===== src/rtl/mem_arbiter_if.sv =====
// Bus between the memory arbiter and its environment (fetch, load/store, memory).
// The arbiter connects through 'master'; the requesters and memory model use 'slave'.
interface mem_arbiter_if;
    logic ifReq;
    logic lsReq;
    logic lsRW;
    logic MFC;
    logic ifGnt;
    logic lsGnt;
    logic MARsel;
    logic MARload;
    logic MEMEn;
    logic MEMR_W;
    logic ifDone;
    logic lsDone;
    logic busErr;

    modport master (
        input  ifReq, lsReq, lsRW, MFC,
        output ifGnt, lsGnt, MARsel, MARload, MEMEn, MEMR_W, ifDone, lsDone, busErr
    );

    modport slave (
        output ifReq, lsReq, lsRW, MFC,
        input  ifGnt, lsGnt, MARsel, MARload, MEMEn, MEMR_W, ifDone, lsDone, busErr
    );
endinterface


===== src/rtl/mem_arbiter.sv =====
// Two-requester memory arbiter (instruction fetch vs load/store) with round-robin
// tie-break, Moore-decoded bus controls and an MFC timeout that raises busErr.
//
// state    | meaning
// IDLE     | no owner; arbitrate pending requests
// LOAD_MAR | owner chosen; load MAR from the owner's address
// ACCESS   | memory enabled; wait for MFC or timeout
// COMPLETE | MFC seen; done pulse to owner
// ERROR    | timed out; done pulse plus busErr to owner
module mem_arbiter #(
    parameter int TIMEOUT = 15
) (
    input  logic          clk,
    input  logic          reset,
    mem_arbiter_if.master bus
);

    localparam logic [2:0] IDLE     = 3'd0;
    localparam logic [2:0] LOAD_MAR = 3'd1;
    localparam logic [2:0] ACCESS   = 3'd2;
    localparam logic [2:0] COMPLETE = 3'd3;
    localparam logic [2:0] ERROR    = 3'd4;

    localparam logic [3:0] LAST_WAIT = 4'(TIMEOUT - 1);

    logic [2:0] state;
    logic [2:0] stateNext;
    logic       gntLs;     // 0 = fetch owns the bus, 1 = load/store
    logic       lastGnt;   // owner of the most recently finished transaction
    logic       dirRead;
    logic [3:0] waitCnt;
    logic       anyReq;
    logic       pickLs;
    logic       busy;
    logic       done;

    always_comb begin
        anyReq = bus.ifReq || bus.lsReq;
        pickLs = (bus.ifReq && bus.lsReq) ? ~lastGnt : bus.lsReq;
    end

    always_comb begin
        stateNext = state;
        case (state)
            IDLE:     if (anyReq) stateNext = LOAD_MAR;
            LOAD_MAR: stateNext = ACCESS;
            ACCESS: begin
                // MFC wins over a timeout landing in the same cycle
                if (bus.MFC)                   stateNext = COMPLETE;
                else if (waitCnt == LAST_WAIT) stateNext = ERROR;
            end
            COMPLETE: stateNext = IDLE;
            ERROR:    stateNext = IDLE;
            default:  stateNext = IDLE;
        endcase
    end

    always_ff @(posedge clk) begin
        if (reset) begin
            state   <= IDLE;
            gntLs   <= 1'b0;
            lastGnt <= 1'b1;
            dirRead <= 1'b1;
            waitCnt <= 4'd0;
        end else begin
            state <= stateNext;
            case (state)
                IDLE: begin
                    if (anyReq) begin
                        gntLs   <= pickLs;
                        dirRead <= pickLs ? bus.lsRW : 1'b1;
                    end
                end
                LOAD_MAR: waitCnt <= 4'd0;
                ACCESS:   waitCnt <= waitCnt + 4'd1;
                COMPLETE: lastGnt <= gntLs;
                ERROR:    lastGnt <= gntLs;
                default:  ;
            endcase
        end
    end

    always_comb begin
        busy = (state != IDLE);
        done = (state == COMPLETE) || (state == ERROR);
    end

    assign bus.ifGnt   = busy && !gntLs;
    assign bus.lsGnt   = busy && gntLs;
    assign bus.MARsel  = busy && gntLs;
    assign bus.MARload = (state == LOAD_MAR);
    assign bus.MEMEn   = (state == ACCESS);
    assign bus.MEMR_W  = (state == ACCESS) ? dirRead : 1'b1;
    assign bus.ifDone  = done && !gntLs;
    assign bus.lsDone  = done && gntLs;
    assign bus.busErr  = (state == ERROR);

endmodule


===== src/flat_wrapper.sv =====
// flat-port wrapper written by rule: the top's interface ports become plain ports
module mem_arbiter_flat 
#(
    parameter int TIMEOUT = 15
)
  (clk, reset, bus_ifReq, bus_lsReq, bus_lsRW, bus_MFC, bus_ifGnt, bus_lsGnt, bus_MARsel, bus_MARload, bus_MEMEn, bus_MEMR_W, bus_ifDone, bus_lsDone, bus_busErr);
  mem_arbiter_if bus_i ();
  input  logic clk;
  input  logic reset;
  input wire logic [$bits(bus_i.ifReq)-1:0] bus_ifReq;
  input wire logic [$bits(bus_i.lsReq)-1:0] bus_lsReq;
  input wire logic [$bits(bus_i.lsRW)-1:0] bus_lsRW;
  input wire logic [$bits(bus_i.MFC)-1:0] bus_MFC;
  output wire logic [$bits(bus_i.ifGnt)-1:0] bus_ifGnt;
  output wire logic [$bits(bus_i.lsGnt)-1:0] bus_lsGnt;
  output wire logic [$bits(bus_i.MARsel)-1:0] bus_MARsel;
  output wire logic [$bits(bus_i.MARload)-1:0] bus_MARload;
  output wire logic [$bits(bus_i.MEMEn)-1:0] bus_MEMEn;
  output wire logic [$bits(bus_i.MEMR_W)-1:0] bus_MEMR_W;
  output wire logic [$bits(bus_i.ifDone)-1:0] bus_ifDone;
  output wire logic [$bits(bus_i.lsDone)-1:0] bus_lsDone;
  output wire logic [$bits(bus_i.busErr)-1:0] bus_busErr;
  assign bus_i.ifReq = bus_ifReq;
  assign bus_i.lsReq = bus_lsReq;
  assign bus_i.lsRW = bus_lsRW;
  assign bus_i.MFC = bus_MFC;
  assign bus_ifGnt = bus_i.ifGnt;
  assign bus_lsGnt = bus_i.lsGnt;
  assign bus_MARsel = bus_i.MARsel;
  assign bus_MARload = bus_i.MARload;
  assign bus_MEMEn = bus_i.MEMEn;
  assign bus_MEMR_W = bus_i.MEMR_W;
  assign bus_ifDone = bus_i.ifDone;
  assign bus_lsDone = bus_i.lsDone;
  assign bus_busErr = bus_i.busErr;
  mem_arbiter #(.TIMEOUT(TIMEOUT)) u_core (.clk(clk), .reset(reset), .bus(bus_i));
endmodule

===== config.mk =====
export PLATFORM = sky130hd
export DESIGN_NAME = mem_arbiter_flat
export DESIGN_NICKNAME = d
export VERILOG_FILES = /design/src/rtl/mem_arbiter_if.sv /design/src/rtl/mem_arbiter.sv /design/src/flat_wrapper.sv
export SDC_FILE = /design/constraint.sdc
export NUM_CORES = 1
export LEC_CHECK = 0
export CORE_MARGIN = 1
export CORE_UTILIZATION = 37
export DETAILED_ROUTE_END_ITERATION = 16
export MAX_ROUTING_LAYER = met4
export PLACE_DENSITY_LB_ADDON = 0.08
export REMOVE_ABC_BUFFERS = 1
export SLEW_MARGIN = 25
export SYNTH_ARGS = -nofsm -noshare
export SYNTH_HDL_FRONTEND = slang
export SYNTH_SLANG_ARGS = --single-unit

===== constraint.sdc =====
create_clock -name clk -period 1.9 [get_ports clk]
set_input_delay 0.38 -clock clk [delete_from_list [all_inputs] [get_ports clk]]
set_output_delay 0.38 -clock clk [all_outputs]
set_load 0.01 [all_outputs]

---- Word level (Yosys, flattened, before mapping) ----
Index checks and enable logic that the tools add are counted.
W data, S select, Z words.
word-level totals
  output and inout port bits .............. 9
  bits in registers ....................... 10
  logic and storage cells ................. 36
  memories ................................ 0
  bits in read-only memories .............. 0
  latch bits .............................. 0
  memory bits (writable) .................. 0
cells by class
  $add $sub $neg .......................... 1
  reductions and logical operators ........ 14
  equality and inequality tests ........... 7
  $mul .................................... 0
  bitwise operators ....................... 1
  shifts and indexed selects .............. 0
  order comparisons ....................... 0
  divide/modulo/power cells ............... 0
  muxes and demuxes ....................... 8
operators by type and width
  kind                   count
  $mux W3                3
  $pmux W3 S3            1
  $pmux W4 S2            1
  $eq A3 B2 Y1 const B   2
  $logic_and A1 B1 Y1    5
  $add A4 B1 Y4 const B  1
  $eq A4 B4 Y1 const B   1
  $reduce_and A2 Y1      2
  $eq A3 B1 Y1 const B   1
  $eq A3 B3 Y1 const B   1
  $logic_not A3 Y1       1
  $mux W1                3
  $ne A3 B2 Y1 const B   1
  $reduce_bool A3 Y1     1
  $logic_or A1 B1 Y1     2
  $ne A2 B1 Y1 const B   1
  $reduce_bool A2 Y1     1
  $reduce_or A2 Y1       1
  $logic_not A1 Y1       1
  $not A1 Y1             1

---- Depth between registers and ports, before layout ----
  word-level depth ........................ 4
  mapped depth ............................ 5
  depth with buffers taken out ............ 5

---- Worst setup path before layout ----
No wires, ideal clock.
  kind .................................... flip-flop to output port
  start ................................... register u_core.state[2]
  end ..................................... output port bus_lsDone
  stages on the path, launching flop included .. 6
  data arrival time ....................... 1,139 ps
  path buffers ............................ 1
  required time ........................... 1,520 ps
  path slack .............................. 381 ps
  cells stage by stage .................... dfxtp_1 -> buf_2 -> and2b_1 -> nor2b_1 -> a21oi_1 -> nor2b_1
between the ends
  longest elaborated chain between the ends .. 3
RTL lines
  item                      line                RTL
  start: declaration        mem_arbiter.sv:26   logic [2:0] state;
  start signal: assignment  mem_arbiter.sv:66   state <= stateNext;
  $eq A3 B3 Y1              -
  via bus_busErr            flat_wrapper.sv:22  output wire logic [$bits(bus_i.busErr)-1:0] bus_busErr;
  $logic_or A1 B1 Y1        mem_arbiter.sv:85   done = (state == COMPLETE) || (state == ERROR);
  $logic_and A1 B1 Y1       mem_arbiter.sv:95   assign bus.lsDone = done && gntLs;
  end: declaration          flat_wrapper.sv:21  output wire logic [$bits(bus_i.lsDone)-1:0] bus_lsDone;
The timed path passes the listed nets, and every way through them passes these cells.

---- Final worst setup path ----
  start ................................... register u_core.state[2]
  end ..................................... output port bus_MEMR_W
between the ends
  longest elaborated chain between the ends .. 2
RTL lines
  item              line                RTL
  $eq A3 B2 Y1      mem_arbiter.sv:93   assign bus.MEMR_W = (state == ACCESS) ? dirRead : 1'b1;
  $mux W1           mem_arbiter.sv:93
  end: declaration  flat_wrapper.sv:19  output wire logic [$bits(bus_i.MEMR_W)-1:0] bus_MEMR_W;
Every way passes these cells.

==> results_dict.tcl <==
set metrics [dict create \
    syn_area_per_cell_sq_um 7.69 \
    switching_share_pct 30.3 \
    final_area_sq_um 825 \
    fin_crit_ns 1.82 \
    num-fill-cells 156 \
    viasPerCell 5.40 \
    yosysTopAreaCell "dfxtp_1" \
    place_area_sq_um 796 \
    max-slew-margin-rel_pct 71.7 \
    max_slew.worst_pin.slew_ns 0.423 \
    layout_setup_ws_ns 0.0814 \
    clockRootBuffer "clkbuf_4" \
    initial_core_util_pct 40.9 \
    arrival_ns 1.44 \
    portBuffers 14 \
    num_antenna_cells 0 \
    tritoncts "yes" \
    async_reset_ff_share_pct 0 \
    overflow 0 \
    die_h_um 43.3 \
    hold_ws_ns 0.499 \
    leakagePower_nw 0.377 \
    clk_path_buf_depth 2 \
    hold_path.class "flop to flop" \
    worstSetupEndpointType "primary output" \
    yosysMostFrequentCell "dfxtp_1" \
    cts_sinks 10 \
    ioPinCount 15 \
    synth.area.top_cells "dfxtp_1 32%, a21oi_1 7.1%, nand2b_1 6.0%" \
    synth_edf_count 0 \
    p_sw_mw 0.158 \
    yosys_register_bits 10 \
    core_area_sq_um 1540 \
    seq_area_sq_um 203 \
    rsz0062_at_grt "false" \
    gp_congestion 0.781 \
    drtPass1Iterations 4 \
    post_cts_buffers 0 \
    num_vias 621 \
    synthTopCellsByCount "10 x dfxtp_1, 9 x a21oi_1, 7 x nor2_1, 6 x nand2b_1, 6 x nor3_1" \
    setup_viol 0 \
    max_freq_mhz 550 \
    hpwlAfterDp_um 999 \
    hold_path_depth 2 \
    critPathMaxFanout 5 \
    p_clk_share_pct 27.9 \
    routed_wirelength_um 1370 \
    yosysTopAreaCellShare_pct 31.7 \
    p_comb_share_pct 26.4 \
    wl_per_cell_um 11.9 \
    grt_max_degree 14 \
    p_int_mw 0.365 \
    layout_worst_path_cycle_share_pct 95.7 \
    drt-initial-drc-count 8 \
    crit_path_start_kind "flop" \
    dp_cells 112 \
    rows 14 \
    htreeDepth 1 \
    multi_input_comb_area_sq_um 379 \
    p_seq_share_pct 45.7 \
    final_cells 115 \
    syn_area_sq_um 631 \
    syn-instance-count 82 \
    cp.required_ns 1.52 \
    hold_viol_final 0 \
    clk_pin_slew_ns 0.06 \
    cts-buffers-inserted 3 \
    final_util_pct 53.5 \
    ant_nets 0 \
    finalPower_mw 0.523 \
    fin_skew_ns 0.00234 \
    layout.nets 109 \
    die_area_sq_um 1870 \
    grt_pass1_wl_um 2380 \
    yosys_warnings 0 \
    rr_worst_depth 6 \
    drcViolationCount 0 \
    grt_pass1_vias 563 \
    synthFlopType "dfxtp_1" \
    antenna_found_initial 0 \
    slew_viol_final 0 \
    die_w_um 43.3 \
    seq_area_frac_synth_pct 31.7 \
    ys_types 30 \
    clk_latency_ns 0.26 \
    area_growth_pct 30.8 \
    tns_ns 0 \
    criticalPathCategory "flop to primary output" \
    gr-usage-all-layers_pct 17.8 \
    dp_slack_ns 0.101 \
    cap_viol_max_count 0 \
    vdd_drop_max_uv 262 \
    outcome "complete, no violations" \
    p_per_area_nw_per_um2 634 \
    drive_above_1_share_pct 16.2 \
]
## flip-flops by register name, indices dropped and copies added, names as in the netlist
register,count
u_core.gntLs,1
u_core.state,3
u_core.waitCnt,4
u_core.lastGnt,1
u_core.dirRead,1
## final timing paths
path / from / end / slack, ns
worst min register to register: u_core.dirRead / u_core.dirRead / 0.50
worst max register to register: u_core.state[2] / u_core.gntLs / 0.45
worst min-delay path: u_core.dirRead / u_core.dirRead / 0.50
worst max-delay path: u_core.state[2] / bus_MEMR_W / 0.08
## area by class of cell
cell class	count	area share (%)
clock buffer	3	2.73
timing repair buffer	20	22.5
multi-input combinational	62	46.0
inverter	4	1.82
tap	16	2.43
sequential	10	24.6
## logic make-up after synthesis
logic type	synth area share [%]
simple gates	35.3
buf+inv	8.73
flops	31.7
fa+ha+maj	3.97
compound gates	20.2
## cells in the final DEF (no fill, tap or decap), drive strengths merged, types with 4 or more instances in the layout
cell | netlist | layout
o21ai | 5 | 5
nor2 | 8 | 8
clkdlybuf4s50 | 0 | 5
a21oi | 9 | 9
dfxtp | 10 | 10
nand2 | 6 | 6
nand2b | 6 | 6
dlygate4sd2 | 0 | 7
nor2b | 4 | 4
nor3 | 7 | 7
buf | 6 | 6
## worst max-delay path, stage by stage (launching register included)
cell and delay [ns]:
dfxtp_2 0.34, buf_4 0.14, nor2_2 0.14, nand2_4 0.08, or2_1 0.21, dlygate4sd2_1 0.28
## power by group through the flow
stage               logic, mW  clock network, mW  registers, mW
global route            0.154              0.170          0.242
finish                  0.138              0.146          0.239
CTS                     0.139              0.154          0.238
global placement        0.143                  0          0.242
detailed placement      0.143                  0          0.242
floorplan              0.0692                  0          0.248
## repair_timing
| item | in CTS | in global routing |
|---|---|---|
| hold buffers | 0 | 0 |
| setup endpoints to repair | 9 | 4 |
| hold endpoints to repair | 0 | 0 |
| gates resized for setup | 10 | 3 |
## per-layer routing
layer | part of all wire (%) | GRT usage (%) | up-vias
li1 | - | - | 315
met1 | 51 | 23.9 | 293
met2 | 46 | 24.8 | 11
met3 | 2.7 | 3.83 | 2
met4 | 0.66 | 9.09 | 0
met5 | 0 | - | -
No activity file was read; power rests on OpenSTA's default activity.
